$ cat config.mk
export PLATFORM = sky130hd
export DESIGN_NAME = dyn_prescale_counter
export DESIGN_NICKNAME = d
export VERILOG_FILES = /design/src/rtl/dyn_disp_pkg.sv /design/src/rtl/dyn_mod_shadow.sv /design/src/rtl/dyn_prescale_counter.sv
export SDC_FILE = /design/constraint.sdc
export NUM_CORES = 1
export LEC_CHECK = 0
export BUFFER_PORTS_ARGS = -buffer_cell sky130_fd_sc_hd__buf_2
export CORE_MARGIN = 2
export CORE_UTILIZATION = 41
export CTS_CLUSTER_SIZE = 25
export DETAILED_ROUTE_END_ITERATION = 7
export PLACE_DENSITY_LB_ADDON = 0.15
export REMOVE_ABC_BUFFERS = 1
export SYNTH_ARGS = -nofsm -noshare
export SYNTH_HDL_FRONTEND = slang
export SYNTH_SLANG_ARGS = --single-unit
export TNS_END_PERCENT = 100
$ cat constraint.sdc
create_clock -name pixel_clk -period 4.25 [get_ports pixel_clk]
set_input_delay 0.85 -clock pixel_clk [delete_from_list [all_inputs] [get_ports pixel_clk]]
set_output_delay 0.85 -clock pixel_clk [all_outputs]
set_load 0.01 [all_outputs]
$ cat src/rtl/dyn_disp_pkg.sv
// Shared constants and encodings for the dynamic display timing path.
// Default prescaler geometry and count direction.
package dyn_disp_pkg;

  localparam int unsigned DISP_WIDTH       = 23;
  localparam int unsigned DISP_DEFAULT_MOD = 5000000;
  localparam int unsigned DISP_STG_W       = 3;
  localparam int unsigned DISP_STG_MOD     = 8;

  typedef enum logic {
    DIR_UP   = 1'b0,
    DIR_DOWN = 1'b1
  } dir_e;

endpackage

$ cat src/rtl/dyn_mod_shadow.sv
// Modulus shadow register: holds a requested period until the
// prescaler reaches a safe point (wrap or clear) and then applies it.
module dyn_mod_shadow
  import dyn_disp_pkg::*;
#(
  parameter int unsigned WIDTH       = DISP_WIDTH,
  parameter int unsigned DEFAULT_MOD = DISP_DEFAULT_MOD
) (
  input  logic             pixel_clk,
  input  logic             reset,
  input  logic             mod_wr,
  input  logic [WIDTH-1:0] mod_in,
  input  logic             apply,
  output logic [WIDTH-1:0] mod_cur,
  output logic [WIDTH-1:0] mod_nxt
);

  logic [WIDTH-1:0] shadow;
  logic             pending;
  logic             wr_ok;

  assign wr_ok = mod_wr && (mod_in != '0);

  // A write landing on the apply cycle wins over an older shadow.
  always_comb begin
    mod_nxt = mod_cur;
    if (wr_ok)
      mod_nxt = mod_in;
    else if (pending)
      mod_nxt = shadow;
  end

  always_ff @(posedge pixel_clk or posedge reset) begin
    if (reset) begin
      shadow  <= '0;
      pending <= 1'b0;
      mod_cur <= WIDTH'(DEFAULT_MOD);
    end else if (apply) begin
      mod_cur <= mod_nxt;
      pending <= 1'b0;
    end else if (wr_ok) begin
      shadow  <= mod_in;
      pending <= 1'b1;
    end
  end

endmodule

$ cat src/rtl/dyn_prescale_counter.sv
// Runtime-programmable up/down prescaler producing a one-cycle tick,
// with a cascaded stage counter advanced once per tick.
module dyn_prescale_counter
  import dyn_disp_pkg::*;
#(
  parameter int unsigned WIDTH       = DISP_WIDTH,
  parameter int unsigned DEFAULT_MOD = DISP_DEFAULT_MOD,
  parameter int unsigned STG_W       = DISP_STG_W,
  parameter int unsigned STG_MOD     = DISP_STG_MOD
) (
  input  logic             pixel_clk,
  input  logic             reset,
  input  logic             en,
  input  logic             clr,
  input  logic             dir_down,
  input  logic             mod_wr,
  input  logic [WIDTH-1:0] mod_in,
  output logic [WIDTH-1:0] cnt,
  output logic             tick,
  output logic [STG_W-1:0] stage_cnt,
  output logic             stage_wrap,
  output logic [WIDTH-1:0] mod_cur
);

  localparam logic [WIDTH-1:0] ONE      = WIDTH'(1);
  localparam logic [STG_W-1:0] STG_LAST = STG_W'(STG_MOD - 1);

  logic             down;
  logic             wrap;
  logic             apply;
  logic [WIDTH-1:0] mod_nxt;
  logic [WIDTH-1:0] end_val;
  logic [WIDTH-1:0] reload;

  assign down    = (dir_e'(dir_down) == DIR_DOWN);
  assign end_val = down ? '0 : (mod_cur - ONE);
  assign wrap    = en && !clr && (cnt == end_val);
  assign apply   = wrap || clr;
  // Reload follows the modulus taking effect on this cycle.
  assign reload  = down ? (mod_nxt - ONE) : '0;

  dyn_mod_shadow #(
    .WIDTH       (WIDTH),
    .DEFAULT_MOD (DEFAULT_MOD)
  ) u_shadow (
    .pixel_clk (pixel_clk),
    .reset     (reset),
    .mod_wr    (mod_wr),
    .mod_in    (mod_in),
    .apply     (apply),
    .mod_cur   (mod_cur),
    .mod_nxt   (mod_nxt)
  );

  always_ff @(posedge pixel_clk or posedge reset) begin
    if (reset) begin
      cnt  <= '0;
      tick <= 1'b0;
    end else begin
      tick <= wrap;
      if (apply)
        cnt <= reload;
      else if (en)
        cnt <= down ? (cnt - ONE) : (cnt + ONE);
    end
  end

  always_ff @(posedge pixel_clk or posedge reset) begin
    if (reset) begin
      stage_cnt  <= '0;
      stage_wrap <= 1'b0;
    end else begin
      stage_wrap <= wrap && (stage_cnt == STG_LAST);
      if (wrap)
        stage_cnt <= (stage_cnt == STG_LAST) ? '0 : (stage_cnt + 1'b1);
    end
  end

endmodule

==> impl_metrics.toml <==
[clock_network]
clk_latency_ns = 0.35
cts_root_buf = "clkbuf_16"
sinks_on_clock_net = 75
cts_buffer_depth = 2
cts_tree = "built"
holdBufCountCts = 0
cts_max_level = 3
tritoncts.num_buffers = 9
post-cts-setup-buffer-count = 0
clk_transition_reported_paths_ns = 0.06
ctsResizeCount = 0

[detailed_routing]
wire_length_per_cell_after_detailed_routing_um = 19.26
drt_first_pass_iters = 5
postRouteAntennaNets = 0
wl_met3_mm = 1.012
wire_length_on_met1_mm = 9.796
topRoutingLayerUsed = "met4"
met2WireLength_mm = 9.512
drt_iter0_markers = 405
drt_drc_violations_left = 0
dr_total_vias = 6299
viasPerCell = 5.854
detail_route.wirelength_mm = 20.73

[pwr]
power.share.combinational = 0.441
seq_power_share = 0.308
max-vdd-ir-drop_mv = 0.1702
report.power.total_uw = 3379
switching_share = 0.3881
net_switching_power_figure_uw = 1311
clock_power_share = 0.250
power.density_nw_per_um2 = 424.2
leakagePower_uw = 0.003405
power_report.internal_total_uw = 2068

[layout]
final_common_cell = "buf_2"
filler_cell_count = 1594
drive_gt1_frac = 0.2582
area.growth.synth_to_final_pct = 16.53
layout.nets = 906
register_area_sq_um = 1887
footprint_of_the_multi_input_gates_sq_um = 4684
antenna-diode-count = 0
finish.utilization = 0.4837
commonest_cells_after_routing_fill_and_taps_aside = "79 x buf_2, 67 x nand2_1, 67 x dfrtp_1"
finalNonFillerCells = 1076

[grt]
antenna_found_initial = 0
grt_usage = 0.2374
global_route_wire_length_before_repair_mm = 33.35
grt_overflow_total = 0
number_of_global_route_vias_before_repair = 6127
grt_max_degree = 55

[synthesis]
ys.warnings.count = 0
yosysSeqAreaShare = 0.2760
postSynthRegisterBits = 75
synth_area_per_cell_sq_um = 8.958
synthArstFlopShare = 1.000
synth.distinct_cells = 82
synthesized_area_sq_um = 6835
synth_flop_cell = "dfrtp_1"
synth-edff-count = 0
postSynthCellCount = 763

[die]
fp.dieW_um = 133.1
die_h_um = 133.1
fp.coreArea_sq_um = 16470
num_rows = 47
initial_utilization = 0.4151
design.die.area_sq_um = 17720
ioPinCount = 80

[worst_setup_path]
timing.critical_path.to_type = "flip-flop"
cp_data_arrival_time_ns = 4.37
cp_common_cell = "a21oi_1"
cpMaxStageDelayCell = "or4b_4"
path_cells = "inv_1 > ha_1 > or4b_4 > or3_1 > buf_4 > o31ai_1 > a21oi_1 > a2111oi_1 > nand4bb_1 > o41a_4 > buf_12 > a21oi_1 > a21oi_1"
crit_path_start_kind = "flip-flop"
cpPeakStageDelay_ns = 0.54
setup_cp_type = "flip-flop to flip-flop"
critical_path_required_ns = 4.48
critical_path_peak_fanout = 44

[sta]
timing_max_transition_violations_final = 0
final.min_clock_period_ns = 4.140
hold_viol = 0
finalCritPeriodShare = 0.9741
max_fclk_mhz = 241.5
rsz_0062_raised_after_global_routing = "false"
finalSetupViolCount = 0
skew_ns = 0.004841
worst-slew-pin-transition_ns = 0.9825
worst_slew_margin_relative_to_its_limit = 0.3442
postLayoutSetupSlackWorst_ns = 0.1099

[place]
detailed_place_hpwl_mm = 15.87
gp_congestion = 0.9298
placement.io_buffers = 79
dp_worst_setup_slack_ns = 0.09698
post-place-cells = 1060

[min_path]
hold_path.class = "flip-flop to flip-flop"

[run]
timing.max_cap.violations = 0

[status]
status = "finished, final reports clean"
==> worst max-delay path: cells and delay by family (launching register included) <==
family	cells	cell delay, ns
AO/OA/AOI/OAI	6	1.59
adder cells (fa/ha/maj)	1	0.22
flip-flops	1	0.38
AND/OR/NAND/NOR	3	1.26
buffers and inverters	3	0.53
==> cell usage after synthesis, types with 5 or more instances <==
library cell  number  area share
or3_1             11       0.010
o211ai_1           5      0.0055
buf_2             10      0.0073
o21a_1             7      0.0077
a22oi_1            5      0.0055
nor4_1            12       0.011
nor3b_1            5      0.0055
nor2_1            46       0.025
clkbuf_1          24       0.013
o21ai_0           52       0.038
a211oi_1           7      0.0077
nand2b_1           6      0.0055
o311ai_0           5      0.0064
mux2_2            33       0.054
nor3_1            24       0.018
or4_1              9      0.0099
buf_6              5      0.0082
nand3_1           11      0.0081
a31oi_1            5      0.0046
ha_1              25       0.046
inv_1             21       0.012
nand2_1           67       0.037
o31ai_1            8      0.0088
mux2_4            20       0.044
or2_2              9      0.0082
xnor2_1           36       0.046
nand4_1           10      0.0092
dfstp_2            8       0.031
xor2_1            16       0.021
mux2i_1           41       0.060
a21o_1            11       0.012
o22a_1             5      0.0064
dfrtp_1           67        0.25
a21oi_1           51       0.037
==> state kept, by name, indices dropped and copies added, names as in the netlist <==
name	flops
tick	1
cnt	23
stage_wrap	1
u_shadow.shadow	23
u_shadow.pending	1
u_shadow.mod_cur	23
stage_cnt	3
==> stage by stage <==
stage	hold slack (ns)	area (sq um)	TNS [ns]
final	0.5136	7965	0
after global routing	0.5307	7965	0
after CTS	0.5154	7954	0
after detailed placement	0.5025	7640	0
after global placement	0.4895	7640	0
after floorplan	0.4750	6628	-43.03
==> path summary, 6_finish.rpt <==
| path | from | slack (ns) | cells past startpoint | endpoint |
|---|---|---|---|---|
| max | u_shadow.mod_cur[0] | 0.11 | 13 | cnt[8] |
| min | u_shadow.shadow[20] | 0.51 | 1 | u_shadow.shadow[20] |
| max reg2reg | u_shadow.mod_cur[0] | 0.11 | 13 | cnt[8] |
| min reg2reg | u_shadow.shadow[20] | 0.51 | 1 | u_shadow.shadow[20] |
| max in group asynchronous | reset | 2.64 | 3 | u_shadow.mod_cur[6] |
| min in group asynchronous | reset | 0.70 | 2 | u_shadow.shadow[19] |
==> power groups by stage <==
stage | registers [uW] | clock network [uW] | logic (uW)
after floorplan | 1050 | 0 | 970
after global placement | 1040 | 0 | 1430
after detailed placement | 1050 | 0 | 1470
after CTS | 1040 | 858 | 1480
after global routing | 1060 | 889 | 1640
final | 1040 | 845 | 1490
==> metal layers <==
layer  track usage  vias to the layer above
li1              -                     3055
met2        0.3823                      190
met3       0.03272                       31
met5             0                        -
met1        0.3301                     3023
met4       0.07979                        0
==> cells by family (layout without fill, tap and decap cells) <==
group                    after synthesis  in the layout  share of synthesized area
multiplexers                          94             94                     0.1583
AND/OR/NAND/NOR                      245            245                     0.1949
buffers and inverters                 64            157                    0.04247
XOR/XNOR                              56             56                    0.07944
adder cells (fa/ha/maj)               26             26                    0.04869
AO/OA/AOI/OAI                        203            203                     0.2001
flip-flops                            75             75                     0.2760
==> cell type report <==
| cell class | instances | area share |
|---|---|---|
| Clock buffer | 14 | 0.03189 |
| Inverter | 22 | 0.01052 |
| Timing Repair Buffer | 119 | 0.09048 |
| Sequential cell | 75 | 0.2369 |
| Clock inverter | 2 | 0.007540 |
| Multi-Input combinational cell | 624 | 0.5881 |
| Tap cell | 220 | 0.03456 |
Power figures use the tool's default switching activity.
